--- src/rtl/video_timing_pkg.sv ---
// video_timing_pkg: 640x480@60 VGA timing constants shared by the scanout blocks
package video_timing_pkg;
  localparam int H_ACTIVE = 640;
  localparam int H_FP = 16;
  localparam int H_SYNC = 96;
  localparam int H_BP = 48;
  localparam int H_TOTAL = H_ACTIVE + H_FP + H_SYNC + H_BP;
  localparam int V_ACTIVE = 480;
  localparam int V_FP = 10;
  localparam int V_SYNC = 2;
  localparam int V_BP = 33;
  localparam int V_TOTAL = V_ACTIVE + V_FP + V_SYNC + V_BP;
  localparam int HS_START = H_ACTIVE + H_FP;
  localparam int HS_END = HS_START + H_SYNC;
  localparam int VS_START = V_ACTIVE + V_FP;
  localparam int VS_END = VS_START + V_SYNC;
  localparam int Y0 = 40;
  localparam int PIC_LINES = 200;
  localparam int PIXEL_LATENCY = 3;
  typedef logic [9:0] cnt_t;
endpackage

--- src/rtl/video_timing.sv ---
// video_timing: h/v counters plus raw visible/picture/sync flags and vblank pulse
// Ports: clk, reset (async, active-high); hcnt/vcnt counters; visible, picture,
// hsync_n/vsync_n (active-low, undelayed); vblank_irq at hcnt=0, vcnt=V_ACTIVE.
module video_timing #(
  parameter int H_ACTIVE = video_timing_pkg::H_ACTIVE,
  parameter int H_FP = video_timing_pkg::H_FP,
  parameter int H_SYNC = video_timing_pkg::H_SYNC,
  parameter int H_BP = video_timing_pkg::H_BP,
  parameter int V_ACTIVE = video_timing_pkg::V_ACTIVE,
  parameter int V_FP = video_timing_pkg::V_FP,
  parameter int V_SYNC = video_timing_pkg::V_SYNC,
  parameter int V_BP = video_timing_pkg::V_BP,
  parameter int Y0 = video_timing_pkg::Y0,
  parameter int PIC_LINES = video_timing_pkg::PIC_LINES
) (
  input  logic                   clk,
  input  logic                   reset,
  output video_timing_pkg::cnt_t hcnt,
  output video_timing_pkg::cnt_t vcnt,
  output logic                   visible,
  output logic                   picture,
  output logic                   hsync_n,
  output logic                   vsync_n,
  output logic                   vblank_irq
);
  import video_timing_pkg::*;
  localparam cnt_t H_LAST = cnt_t'(H_ACTIVE + H_FP + H_SYNC + H_BP - 1);
  localparam cnt_t V_LAST = cnt_t'(V_ACTIVE + V_FP + V_SYNC + V_BP - 1);
  localparam cnt_t HA = cnt_t'(H_ACTIVE);
  localparam cnt_t VA = cnt_t'(V_ACTIVE);
  localparam cnt_t HS0 = cnt_t'(H_ACTIVE + H_FP);
  localparam cnt_t HS1 = cnt_t'(H_ACTIVE + H_FP + H_SYNC);
  localparam cnt_t VS0 = cnt_t'(V_ACTIVE + V_FP);
  localparam cnt_t VS1 = cnt_t'(V_ACTIVE + V_FP + V_SYNC);
  localparam cnt_t PIC0 = cnt_t'(Y0);
  localparam cnt_t PIC1 = cnt_t'(Y0 + 2 * PIC_LINES);
  cnt_t hcnt_q, hcnt_d, vcnt_q, vcnt_d;
  always_comb begin
    hcnt_d = (hcnt_q == H_LAST) ? '0 : hcnt_q + cnt_t'(1);
    vcnt_d = (hcnt_q != H_LAST) ? vcnt_q : (vcnt_q == V_LAST) ? '0 : vcnt_q + cnt_t'(1);
  end
  always_ff @(posedge clk or posedge reset) begin
    if (reset) begin
      hcnt_q <= '0;
      vcnt_q <= '0;
    end else begin
      hcnt_q <= hcnt_d;
      vcnt_q <= vcnt_d;
    end
  end
  always_comb begin
    visible = hcnt_q < HA && vcnt_q < VA;
    picture = visible && vcnt_q >= PIC0 && vcnt_q < PIC1;
    hsync_n = !(hcnt_q >= HS0 && hcnt_q < HS1);
    vsync_n = !(vcnt_q >= VS0 && vcnt_q < VS1);
    vblank_irq = hcnt_q == '0 && vcnt_q == VA;
  end
  assign hcnt = hcnt_q;
  assign vcnt = vcnt_q;
endmodule

--- src/rtl/video_scanout.sv ---
// video_scanout: VGA scanout of a 2x-doubled 320x200 line buffer through the palette
// Ports: clk, reset (async, active-high); vline/start render request to the line
// renderer; linebuf_rdidx/linebuf_data line-buffer read; pal_idx/pal_rgb palette
// read; vga_r/g/b, vga_hsync/vga_vsync (active-low) pins; vblank_irq pulse.
module video_scanout #(
  parameter int H_ACTIVE = video_timing_pkg::H_ACTIVE,
  parameter int H_FP = video_timing_pkg::H_FP,
  parameter int H_SYNC = video_timing_pkg::H_SYNC,
  parameter int H_BP = video_timing_pkg::H_BP,
  parameter int V_ACTIVE = video_timing_pkg::V_ACTIVE,
  parameter int V_FP = video_timing_pkg::V_FP,
  parameter int V_SYNC = video_timing_pkg::V_SYNC,
  parameter int V_BP = video_timing_pkg::V_BP,
  parameter int Y0 = video_timing_pkg::Y0,
  parameter int PIC_LINES = video_timing_pkg::PIC_LINES
) (
  input  logic        clk,
  input  logic        reset,
  output logic [7:0]  vline,
  output logic        start,
  output logic [8:0]  linebuf_rdidx,
  input  logic [5:0]  linebuf_data,
  output logic [5:0]  pal_idx,
  input  logic [11:0] pal_rgb,
  output logic [3:0]  vga_r,
  output logic [3:0]  vga_g,
  output logic [3:0]  vga_b,
  output logic        vga_hsync,
  output logic        vga_vsync,
  output logic        vblank_irq
);
  import video_timing_pkg::*;
  localparam int L = PIXEL_LATENCY;
  localparam cnt_t H_PRE = cnt_t'(H_ACTIVE + H_FP + H_SYNC + H_BP - 2);
  localparam cnt_t REQ0 = cnt_t'(Y0 - 3);
  localparam cnt_t REQ1 = cnt_t'(Y0 - 3 + 2 * PIC_LINES);
  localparam cnt_t HA = cnt_t'(H_ACTIVE);
  if (Y0 < 3) begin : g_y0_too_small
    $error("video_scanout: Y0 must be at least 3");
  end
  if (Y0 + 2 * PIC_LINES > V_ACTIVE) begin : g_picture_too_tall
    $error("video_scanout: picture does not fit in the active lines");
  end
  cnt_t hcnt, vcnt;
  logic visible, picture, hsync_raw, vsync_raw;
  logic [8:0] req_off;
  logic start_d, start_q, picture_d, picture_q;
  logic [7:0] vline_d, vline_q;
  logic [L-2:0] visible_d, visible_q;
  logic [L-1:0] hsync_d, hsync_q, vsync_d, vsync_q;
  logic [11:0] rgb_d, rgb_q;
  video_timing #(
    .H_ACTIVE(H_ACTIVE), .H_FP(H_FP), .H_SYNC(H_SYNC), .H_BP(H_BP),
    .V_ACTIVE(V_ACTIVE), .V_FP(V_FP), .V_SYNC(V_SYNC), .V_BP(V_BP),
    .Y0(Y0), .PIC_LINES(PIC_LINES)
  ) u_timing (
    .clk(clk), .reset(reset), .hcnt(hcnt), .vcnt(vcnt),
    .visible(visible), .picture(picture), .hsync_n(hsync_raw), .vsync_n(vsync_raw),
    .vblank_irq(vblank_irq)
  );
  // start is decoded one clock early so the registered pulse (and the matching
  // vline) sits on the last clock of the request line
  always_comb begin
    req_off = 9'(vcnt - REQ0);
    start_d = hcnt == H_PRE && vcnt >= REQ0 && vcnt <= REQ1 && !req_off[0];
    vline_d = start_d ? req_off[8:1] : vline_q;
    picture_d = picture;
    visible_d = {visible_q[L-3:0], visible};
    hsync_d = {hsync_q[L-2:0], hsync_raw};
    vsync_d = {vsync_q[L-2:0], vsync_raw};
    rgb_d = visible_q[L-2] ? pal_rgb : '0;
  end
  always_ff @(posedge clk or posedge reset) begin
    if (reset) begin
      start_q <= 1'b0;
      vline_q <= '0;
      picture_q <= 1'b0;
      visible_q <= '0;
      hsync_q <= '1;
      vsync_q <= '1;
      rgb_q <= '0;
    end else begin
      start_q <= start_d;
      vline_q <= vline_d;
      picture_q <= picture_d;
      visible_q <= visible_d;
      hsync_q <= hsync_d;
      vsync_q <= vsync_d;
      rgb_q <= rgb_d;
    end
  end
  assign linebuf_rdidx = hcnt < HA ? hcnt[9:1] : '0;
  assign pal_idx = picture_q ? linebuf_data : '0;
  assign start = start_q;
  assign vline = vline_q;
  assign {vga_r, vga_g, vga_b} = rgb_q;
  assign vga_hsync = hsync_q[L-1];
  assign vga_vsync = vsync_q[L-1];
endmodule
--- config.mk ---
export PLATFORM = sky130hd
export DESIGN_NAME = video_scanout
export DESIGN_NICKNAME = d
export VERILOG_FILES = /design/src/rtl/video_timing_pkg.sv /design/src/rtl/video_timing.sv /design/src/rtl/video_scanout.sv
export SDC_FILE = /design/constraint.sdc
export NUM_CORES = 1
export LEC_CHECK = 0
export ABC_AREA = 1
export CAP_MARGIN = 10
export CORE_AREA = 5 5 78 80
export DETAILED_ROUTE_END_ITERATION = 8
export DIE_AREA = 0 0 83 85
export PLACE_DENSITY_LB_ADDON = 0.1
export SLEW_MARGIN = 30
export SYNTH_ARGS = -nofsm -noshare
export SYNTH_HDL_FRONTEND = slang
export SYNTH_SLANG_ARGS = --single-unit
--- constraint.sdc ---
create_clock -name clk -period 2.5 [get_ports clk]
set_clock_uncertainty 0.15 [all_clocks]
set_input_delay 0.5 -clock clk [delete_from_list [all_inputs] [get_ports clk]]
set_output_delay 0.5 -clock clk [all_outputs]
set_load 0.01 [all_outputs]
==> impl_metrics.tcl <==
set metrics [dict create \
    outcome "finished, final reports clean" \
    number_of_placement_rows 27 \
    main_combinational_cell_family_by_area_after_synthesis "simple AND/OR/NAND/NOR gates" \
    drt_first_iter_violations 106 \
    yosys.area.top_type_share_pct 43.2 \
    initial_core_utilization_pct 47.8 \
    grt_use_total_pct 17.5 \
    post_synth_num_cell_types 28 \
    worst_setup_hold_path_clk_slew_ps 100 \
    min-delay-start "visible_q[0]" \
    worstPathRequired_ps 1850 \
    die_area_mm2 0.00706 \
    detail_route.drc_violations 0 \
    grt_antenna_before_repair 0 \
    critical_path.max_stage_delay_ps 540 \
    routedLengthMet1_mm 2.50 \
    synth_top_flop_cell "dfrtp_1" \
    adder_cell_area_share_of_the_yosys_netlist_pct 2.94 \
    final-setup-viol-count 0 \
    worst-path-max-fanout 5 \
    cp.buffers_inverters 3 \
    synth.ff_latch_count 50 \
    post_synth_mux_area_share_pct 0 \
    detailedRoute.firstPassIterationCount 4 \
    yosys.area_share.xor_xnor_pct 4.12 \
    vias_in_the_first_global_route 2108 \
    multi_input_area_mm2 0.00101 \
    crit-reg2reg-launch "u_timing.vcnt[1]" \
    cp-startpoint "u_timing.hcnt[7]" \
    count_of_boundary_i_o_pins 59 \
    finalHoldViolCount 0 \
    reg2reg_slack_ps 520 \
    detailedPlacementHpwl_mm 4.44 \
    critPathCaptureType "output pin" \
    place.port_buffers 58 \
    met3_wirelength_um 254 \
    yosys.area_share.simple_pct 26.6 \
    vdd_ir_drop_max_mv 0.271 \
    die_w_um 83 \
    regArea_mm2 0.00126 \
    worst-endpoint-arrival_ps 1760 \
    most_frequently_used_cell_type_in_the_post_synthesis_netlist "nand2_1" \
    fin_crit_ps 2410 \
    area_delta_synth_final_pct 34.5 \
    report.final.slew_viol_count 0 \
    dr_wl_met2_mm 2.94 \
    p_leak_nw 1.79 \
    clockRootBuffer "clkbuf_8" \
    cts_htree_levels 2 \
    path_type_of_the_worst_min_delay_path "reg2reg" \
    share_of_the_synthesized_area_in_compound_gates_ao_oa_aoi_oai_pct 5.69 \
    route.final.wire_length_mm 5.81 \
    start_kind "flop" \
    slew-limit-headroom_pct 76.0 \
    post-route-period-util_pct 96.3 \
    top_layer "met4" \
    cts_buffers 5 \
    synth-async-reset-ratio_pct 100 \
    synth-seq-area-share_pct 49.3 \
    cap_viol_max_count 0 \
    timing.hold.worst_path_depth 0 \
    unrepaired_setup_endpoints_after_global_routing "false" \
    gp_congestion 0.871 \
    yosys-top-cells-count "82 x nand2_1, 57 x inv_1, 44 x dfrtp_1" \
    drt-wirelength-per-cell_um 12.5 \
    worst-setup-path-type "reg2out" \
    dpl_worst_slack_ps 81.5 \
    powerDensity_mw_per_mm2 432 \
    crit_chain "o21ai_2 -> buf_4 -> nand2_1 -> inv_1 -> clkdlybuf4s50_1" \
    nFillCells 497 \
    timing.reg2reg.worst_path_depth 14 \
    max_slew.worst_pin.slew_ps 359 \
    clock_tree.buffer_depth 2 \
    per_cell_via_count_in_the_routed_design 4.79 \
    grt_first_pass_wirelength_mm 9.92 \
    synthesis.nets 341 \
    yosys.area.top_type "dfrtp_1" \
    number_of_cells_on_the_critical_path 5 \
    cts_tree "yes" \
    clkSinkCount 50 \
    syn-cell-area_mm2 0.00255 \
    detailroute.via_count 2223 \
    synthCells 315 \
    number_of_antenna_cells_inserted 0 \
    core_area_mm2 0.00534 \
    antenna_violating_nets_post_route 0 \
    synth.area.top_cells "dfrtp_1 43%, nand2_1 12%, inv_1 8.4%" \
    grt.overflow.total 0 \
    die_y_um 85 \
    layout-drive-gt1-share_pct 14.0 \
    fin_tns_setup_ps 0 \
    cpLargestDelayFamily "buffers and inverters" \
    skew_pair_late_insertion_delay_ps 310 \
    average_instance_area_after_synthesis_um2 8.10 \
    timing.fmax_ghz 0.415 \
    grt_max_degree 51 \
    synth_enable_flop_cells 0 \
    nets 417 \
    yosysWarnings 0 \
    critical_path.slowest_cell "clkdlybuf4s50_1" \
    slack_of_the_critical_path_ps 91.8 \
]
-- layout make-up --
class	instances	share of cell area, %
repair buffers	77	21.4
clock buffers	5	2.01
clock inverters	3	1.28
well taps	72	2.63
inverters	60	6.56
flip-flops and latches	50	36.8
multi-input cells	197	29.4
-- worst paths after layout --
kind / end
worst max-delay path: linebuf_rdidx[1]
max in group asynchronous: vsync_q[0]
min in group asynchronous: rgb_q[4]
worst min register to register: visible_q[1]
worst max register to register: vline[3]
worst min-delay path: visible_q[1]
-- flip-flops by register name, summed over array words and instances, names as in the netlist --
name,cells
u_timing.hcnt,10
vline,8
picture_q,1
vsync_q,3
hsync_q,3
rgb_q,12
start,1
visible_q,2
u_timing.vcnt,10
-- placed cells by master (no fill, tap or decap), drive strengths merged, types with 4 or more instances in the layout --
cell            n
clkdlybuf4s50  56
clkbuf          6
nor2           28
nand4           9
dfrtp          44
o21ai          18
nand3          17
dfstp           6
inv            61
nor3           11
xor2           12
nand2          87
buf            19
a21oi           4
ha              6
-- per-stage QoR --
| stage | utilization, % | power, mW | cells | hold slack, ps | cell area [um^2] |
|---|---|---|---|---|---|
| after floorplan | - | 0.861 | 315 | 181 | 2550 |
| after global placement | 62.1 | 0.919 | 456 | 184 | 3310 |
| after detailed placement | 62.1 | 0.920 | 456 | 185 | 3310 |
| after CTS | 64.3 | 1.50 | 464 | 207 | 3430 |
| after global routing | 64.3 | 1.54 | 464 | 215 | 3430 |
| final | 64.3 | 1.48 | 464 | 208 | 3430 |
-- where the power goes --
group          internal (mW)  switching [mW]  leakage (nW)
Sequential             0.818         0.00235         0.622
Combinational         0.0489          0.0327          1.11
Clock                  0.300           0.279        0.0585
-- routing by layer --
metal	track usage (%)	up-vias
met2	30.4	51
li1	-	1119
met5	0	-
met3	4.08	10
met4	6.98	0
met1	20.9	1043
-- worst reg2reg max path, delay by kind of cell (launching register included) --
kind                       cells  cell delay [ps]
adders and majority gates      1              180
buffers and inverters          5              430
DFF                            1              400
and+or+nand+nor                8              720
-- logic make-up after synthesis --
kind of cell | after synthesis
adder cells (fa/ha/maj) | 6
flip-flops | 50
AO/OA/AOI/OAI | 24
AND/OR/NAND/NOR | 155
XOR/XNOR | 12
buffers and inverters | 68
-- what timing repair did --
item / CTS / global route
endpoints found under the hold margin: 0 / 0
pin swaps: 0 / 0
gates resized for setup: 2 / 6
hold buffers: 0 / 0
setup buffers: 0 / 0
setup endpoints to repair: 2 / 4
Note: power is estimated with default switching activity, not from simulation.
